--- config.mk ---
export PLATFORM = sky130hd
export DESIGN_NAME = start_seq_gen
export DESIGN_NICKNAME = d
export VERILOG_FILES = /design/src/rtl/start_seq_gen.sv
export SDC_FILE = /design/constraint.sdc
export NUM_CORES = 1
export LEC_CHECK = 0
export ABC_AREA = 0
export CAP_MARGIN = 20
export CORE_MARGIN = 1.5
export CORE_UTILIZATION = 56
export CTS_BUF_LIST = sky130_fd_sc_hd__clkbuf_2
export CTS_CLUSTER_SIZE = 40
export DETAILED_ROUTE_END_ITERATION = 12
export PLACE_DENSITY = 0.79
export SLEW_MARGIN = 15
export SYNTH_ARGS = -nofsm -noshare
export SYNTH_HDL_FRONTEND = slang
export SYNTH_SLANG_ARGS = --single-unit
--- constraint.sdc ---
create_clock -name clock -period 3.2 [get_ports clock]
set_clock_uncertainty 0.2 [all_clocks]
set_input_delay 0.48 -clock clock [delete_from_list [all_inputs] [get_ports clock]]
set_output_delay 0.48 -clock clock [all_outputs]
set_load 0.02 [all_outputs]
--- src/rtl/start_seq_gen.sv ---
// start_seq_gen: drives Start high to arm a far-end start detector, waits for READY,
// holds the link up and retries after a low gap on timeout or link loss.
module start_seq_gen #(
    parameter int RUN_LEN   = 4,
    parameter int HOLD_MAX  = 16,
    parameter int GAP       = 2,
    parameter int MAX_RETRY = 3,
    localparam int RW = (MAX_RETRY > 0) ? $clog2(MAX_RETRY + 1) : 1
) (
    input  logic          clock,
    input  logic          reset_n,
    input  logic          req,
    input  logic          detector_out,
    output logic          Start,
    output logic          busy,
    output logic          done,
    output logic          lost,
    output logic          fail,
    output logic [RW-1:0] retry_cnt
);
    localparam int CMAX = (RUN_LEN > HOLD_MAX) ? ((RUN_LEN > GAP) ? RUN_LEN : GAP)
                                               : ((HOLD_MAX > GAP) ? HOLD_MAX : GAP);
    localparam int CW = $clog2(CMAX + 1);

    typedef enum logic [2:0] {
        S_IDLE   = 3'd0,
        S_DRIVE  = 3'd1,
        S_WAIT   = 3'd2,
        S_LINKED = 3'd3,
        S_GAP    = 3'd4,
        S_FAILED = 3'd5
    } state_t;

    state_t        state_q, state_d;
    logic [CW-1:0] cnt_q, cnt_d;
    logic [RW-1:0] retry_q, retry_d;
    logic          start_q, start_d;
    logic          done_q, done_d;
    logic          lost_q, lost_d;

    always_comb begin
        state_d = state_q;
        cnt_d   = cnt_q;
        retry_d = retry_q;
        done_d  = 1'b0;
        lost_d  = 1'b0;
        case (state_q)
            S_IDLE: begin
                retry_d = '0;
                if (req) state_d = S_DRIVE;
            end
            S_DRIVE: begin
                cnt_d = cnt_q + 1'b1;
                if (cnt_q == CW'(RUN_LEN - 1)) state_d = S_WAIT;
            end
            S_WAIT: begin
                cnt_d = cnt_q + 1'b1;
                if (detector_out) begin
                    state_d = S_LINKED;
                    done_d  = 1'b1;
                end else if (cnt_q == CW'(HOLD_MAX - 1)) begin
                    if (retry_q == RW'(MAX_RETRY)) state_d = S_FAILED;
                    else begin
                        state_d = S_GAP;
                        retry_d = retry_q + 1'b1;
                    end
                end
            end
            S_LINKED: begin
                if (!detector_out) begin
                    state_d = S_GAP;
                    lost_d  = 1'b1;
                    retry_d = '0;
                end
            end
            S_GAP: begin
                cnt_d = cnt_q + 1'b1;
                if (cnt_q == CW'(GAP - 1)) state_d = S_DRIVE;
            end
            S_FAILED: begin
                if (!req) begin
                    state_d = S_IDLE;
                    retry_d = '0;
                end
            end
            default: begin
                state_d = S_IDLE;
                retry_d = '0;
            end
        endcase
        // Dropping req aborts from anywhere except FAILED, which has its own release
        if (!req && state_q != S_FAILED) begin
            state_d = S_IDLE;
            retry_d = '0;
            done_d  = 1'b0;
            lost_d  = 1'b0;
        end
        if (state_d != state_q) cnt_d = '0;
        start_d = (state_d == S_DRIVE) || (state_d == S_WAIT) || (state_d == S_LINKED);
    end

    always_ff @(posedge clock or negedge reset_n) begin
        if (!reset_n) begin
            state_q <= S_IDLE;
            cnt_q   <= '0;
            retry_q <= '0;
            start_q <= 1'b0;
            done_q  <= 1'b0;
            lost_q  <= 1'b0;
        end else begin
            state_q <= state_d;
            cnt_q   <= cnt_d;
            retry_q <= retry_d;
            start_q <= start_d;
            done_q  <= done_d;
            lost_q  <= lost_d;
        end
    end

    assign Start     = start_q;
    assign busy      = state_q != S_IDLE;
    assign done      = done_q;
    assign lost      = lost_q;
    assign fail      = state_q == S_FAILED;
    assign retry_cnt = retry_q;
endmodule

After elaboration in Yosys (flattened, before gate mapping)
Cells that the tools add are included.
Widths: inputs -> output; s select.
Operators by class
  add/sub/neg operators: 2
  multipliers: 0
  div/mod/pow operators: 0
  order comparisons: 0
  equal/unequal tests: 20
  shifts and indexed selects: 0
  muxes and demuxes: 25
  bitwise operators: 0
  reduce and logical (&&, ||, !) cells: 10
Operators with widths (number)
  $mux 3: 8
  $pmux 3 s6: 1
  $ne 3x3->1 const B: 5
  $eq 3x2->1 const B: 4
  $mux 2: 6
  $mux 5: 2
  $pmux 2 s4: 1
  $mux 1: 7
  $eq 3x1->1 const B: 2
  $eq 3x3->1 const B: 2
  $reduce_and 6->1: 1
  $add 5x1->5 const B: 1
  $eq 5x1->1 const B: 1
  $eq 5x2->1 const B: 1
  $eq 5x4->1 const B: 1
  $logic_not 3->1: 1
  $ne 3x2->1 const B: 1
  $ne 3x3->1: 1
  $reduce_bool 3->1: 1
  $reduce_or 3->1: 1
  $add 2x1->2 const B: 1
  $eq 2x2->1 const B: 1
  $logic_or 1x1->1: 2
  $ne 2x1->1 const B: 1
  4 further kinds: 4
Storage, ports and cells
  bits in registers: 13
  latch bits: 0
  bits in writable memories: 0
  bits in read-only memories: 0
  bits of input ports: 4
  output and inout bits: 7
  logic and storage cells: 63
  memories kept: 0

Logic depth before layout (Yosys ltp)
  depth in word-level cells: 9
  depth in mapped cells: 7
  gate-level depth less buffers: 7

Worst setup path after synthesis
OpenSTA, ideal clock, no wires.
  path kind: flip-flop to flip-flop
  start: register cnt_q[0]
  end: register cnt_q[4]
  setup time: 0.122 ns
  arrival: 1.943 ns
  required time: 2.878 ns
  slack: 0.935 ns
  cell stages (with the launch flop): 8
  buffers on the path: 0
  period minus slack after synthesis: 2.265 ns
  cells stage by stage: dfrtp_1 -> ha_1 -> and3_1 -> ha_1 -> o21bai_2 -> nand3b_1 -> a221o_1 -> a2111oi_1
Between the ends
  word-level cells in the longest chain between the ends: 7
  elaborated cells between the ends (all ways): 14
  those cells by class: add/sub (1); eq/ne (4); mux (8); reduce/logical (1)
Ends and longest elaborated chain
  start, declared: RTL line 35  | logic [CW-1:0] cnt_q, cnt_d;
  start signal, assigned: RTL line 112  | cnt_q <= cnt_d;
  $eq 5x4->1: RTL line 61  | end else if (cnt_q == CW'(HOLD_MAX - 1)) begin
  $mux 3: RTL line 61
  $mux 3: RTL line 58  | if (detector_out) begin
  $pmux 3 s6: RTL line 47  | case (state_q)
  $mux 3: RTL line 92  | if (!req && state_q != S_FAILED) begin
  $ne 3x3->1: RTL line 98  | if (state_d != state_q) cnt_d = '0;
  $mux 5 or $reduce_bool 2->1 (tied branches)
Parallel ways exist; a longest one is shown, timed or not. The select of a mux whose other input is x is not followed.
A chain may end at the register's enable or synchronous reset.

Final worst setup path
  start: register state_q[1]
  end: output fail
Between the ends
  word-level cells in the longest chain between the ends: 1
Ends and longest elaborated chain
  start, declared: RTL line 34  | state_t state_q, state_d;
  start signal, assigned: RTL line 111  | state_q <= state_d;
  $eq 3x3->1: RTL line 124  | assign fail = state_q == S_FAILED;
  end, declared: RTL line 18  | output logic fail,
Every way passes these cells.

==> reports/qor.tcl <==
set qor(run_status) {finished, final reports clean}
set qor(cts_tree) {built}
set qor(grt_overflow) 0
set qor(mappedNetlistArea_sq_um) 903
set qor(powerDensity_nw_per_um2) 458
set qor(post_synth_inst_count) 97
set qor(drc) 0
set qor(finish.net_count) 115
set qor(global_route.usage.total_pct) 23.8
set qor(leakagePower_nw) 0.458
set qor(synth.ff_latch_count) 13
set qor(ys_seq_area_share_pct) 36.0
set qor(floorplan.rows) 14
set qor(maximum_clock_path_buffer_count) 2
set qor(final.setup.tns_ns) 0
set qor(drt-wirelength-per-cell_um) 14.7
set qor(antenna_violating_nets_post_route) 0
set qor(worstSetupEndpointType) {primary output}
set qor(hold_class) {flop to flop}
set qor(hold_buffers) 0
set qor(dieArea_sq_um) 1860
set qor(chipWidth_um) 43.2
set qor(total_i_o_pin_count) 11
set qor(grt_first_pass_wirelength_um) 3310
set qor(clk_latency_ns) 0.26
set qor(final_core_util_pct) 67.5
set qor(clk_pin_slew_ns) 0.12
set qor(buffer_ports.inserted) 10
set qor(drt-total-wl_um) 1800
set qor(cts_root_buf) {sky130_fd_sc_hd__clkbuf_2}
set qor(critical_path_required_ns) 2.52
set qor(die-height_um) 43.2
set qor(startpoint_type) {flop}
set qor(worst-path-max-fanout) 11
set qor(worstPathArrival_ns) 1.86
set qor(initialDrtViolationCount) 16
set qor(final.min_clock_period_ns) 2.54
set qor(finish.cell_count_without_fillers) 122
set qor(floorplan.initialDensity_pct) 60.0
set qor(synth_area_leaders) {sky130_fd_sc_hd__dfrtp_1, sky130_fd_sc_hd__ha_1, sky130_fd_sc_hd__or3_1}
set qor(library_cell_occupying_the_most_area_in_the_post_synthesis_netlist) {sky130_fd_sc_hd__dfrtp_1}
set qor(synth_async_sr_flop_share_pct) 100
set qor(max-cap-violations) 0
set qor(transition_at_the_pin_with_the_smallest_max_transition_slack_ns) 0.591
set qor(max_clock_freq_ghz) 0.393
set qor(setup_viol) 0
set qor(setup_repair_bufs_after_cts) 0
set qor(final_layout_size_suffix_gt1_share_pct) 9.43
set qor(sinks_on_the_clock_net) 13
set qor(report.final.hold_viol_count) 0
set qor(yosysMostFrequentCell) {sky130_fd_sc_hd__dfrtp_1}
set qor(syn2layout_area_growth_pct) 12.6
set qor(diodes) 0
set qor(cts_buffers) 3
set qor(vias) 774
set qor(avgSynthCellArea_sq_um) 9.31
set qor(synthDistinctLibCells) 41
set qor(yosys_most_used_dff) {sky130_fd_sc_hd__dfrtp_1}
set qor(placeableCoreArea_sq_um) 1510
set qor(grt_setup_unrepaired) {no}
set qor(place_inst) 118
set qor(synth-edff-count) 0
set qor(synth_fp_nets) 105
set qor(number_of_global_route_vias_before_repair) 729
set qor(final_wtd_congestion) 0.836
set qor(resized_gates_after_cts) 0
set qor(yosys_warnings) 0
set qor(maxSlewViolCount) 0
set qor(netlist_top_cells_count) {sky130_fd_sc_hd__dfrtp_1, sky130_fd_sc_hd__inv_1, sky130_fd_sc_hd__nor2_1, sky130_fd_sc_hd__or3_1, sky130_fd_sc_hd__nand3b_1}
set qor(peak_vdd_ir_mv) 0.362
set qor(worst_slew_margin_rel_pct) 60.5
set qor(path_class) {flop to primary output}
set qor(post-dp-hpwl_um) 1340
set qor(post_drt_via_cell_ratio) 6.34
set qor(grt_start_max_net_pins) 19
set qor(fin_crit_sh_pct) 79.5
set qor(cts-htree-levels) 1
set qor(antenna_found_initial) 0
set qor(synthDominantCellAreaShare_pct) 36.0
set qor(detailedRoute.firstPassIterationCount) 4
[logic make-up after synthesis]
| kind of cell | count (synthesis) | share of synthesized area [%] |
|---|---|---|
| AO/OA/AOI/OAI | 30 | 26.5 |
| XOR/XNOR | 2 | 1.94 |
| adder cells (fa/ha/maj) | 4 | 5.54 |
| buffers and inverters | 13 | 6.23 |
| flip-flops | 13 | 36.0 |
| AND/OR/NAND/NOR | 35 | 23.8 |
[final timing paths]
check	cells past startpoint	endpoint	start	slack (ns)
max in group asynchronous	1	cnt_q[1]$_DFFE_PN0P_	reset_n	2.04
hold / removal	2	retry_cnt[1]$_DFFE_PN0P_	retry_cnt[1]$_DFFE_PN0P_	0.37
setup / recovery	3	fail	state_q[1]$_DFF_PN0_	0.66
setup reg to reg	7	cnt_q[4]$_DFFE_PN0P_	cnt_q[0]$_DFFE_PN0P_	0.69
hold reg to reg	2	retry_cnt[1]$_DFFE_PN0P_	retry_cnt[1]$_DFFE_PN0P_	0.37
min in group asynchronous	1	done$_DFF_PN0_	reset_n	0.38
[metal layers]
layer | GRT usage, % | up-vias | wire length, um
met3 | 5.11 | 4 | 57
met4 | 9.09 | 0 | 23
met2 | 36.7 | 15 | 881
met5 | 0 | - | 0
li1 | - | 381 | -
met1 | 32.4 | 374 | 835
[flip-flops by register name, summed over array words and instances, names as in the netlist]
| register | cells |
|---|---|
| Start | 1 |
| cnt_q | 5 |
| state_q | 3 |
| lost | 1 |
| retry_cnt | 2 |
| done | 1 |
[stage by stage]
step	cell area (sq um)	setup slack (ns)	hold slack, ns	total power, mW
5_1_grt	1020	0.510	0.390	0.512
3_5_place_dp	997	0.658	0.361	0.386
6_report	1020	0.655	0.372	0.466
3_3_place_gp	997	0.746	0.358	0.383
2_1_floorplan	903	0.935	-0.0156	0.344
4_1_cts	1020	0.660	0.378	0.473
[worst max-delay path, cell delays in order (launching register included)]
cell and delay (ns):
sky130_fd_sc_hd__dfrtp_1 0.55, sky130_fd_sc_hd__clkinv_1 0.30, sky130_fd_sc_hd__and3_1 0.24, sky130_fd_sc_hd__clkdlybuf4s50_1 0.53
[cell usage in the layout (no fill, tap or decap), types with 2 or more instances in the layout]
master / n
sky130_fd_sc_hd__a211oi_1: 4
sky130_fd_sc_hd__a21o_1: 4
sky130_fd_sc_hd__a21oi_1: 3
sky130_fd_sc_hd__and3_1: 2
sky130_fd_sc_hd__clkbuf_2: 4
sky130_fd_sc_hd__clkdlybuf4s50_1: 10
sky130_fd_sc_hd__dfrtp_1: 13
sky130_fd_sc_hd__ha_1: 4
sky130_fd_sc_hd__inv_1: 7
sky130_fd_sc_hd__nand3_1: 3
sky130_fd_sc_hd__nand3b_1: 5
sky130_fd_sc_hd__nor2_1: 7
sky130_fd_sc_hd__nor2b_1: 3
sky130_fd_sc_hd__nor3_1: 2
sky130_fd_sc_hd__nor3b_1: 2
sky130_fd_sc_hd__o21ai_0: 4
sky130_fd_sc_hd__or3_1: 7
[power breakdown]
group / total, mW / internal (mW) / switching, mW
clock: 0.0826 / 0.0332 / 0.0494
sequential: 0.220 / 0.186 / 0.0338
combinational: 0.163 / 0.0757 / 0.0871
total: 0.466 / 0.295 / 0.170
[cell type report]
type | count | area (sq um)
sequential | 13 | 325
clock buffer | 4 | 20.0
fill | 123 | 489
inverter | 8 | 30.0
tap | 16 | 20.0
timing repair buffer | 10 | 100
multi-input combinational | 71 | 522
Note: power is estimated with default switching activity, not from simulation.
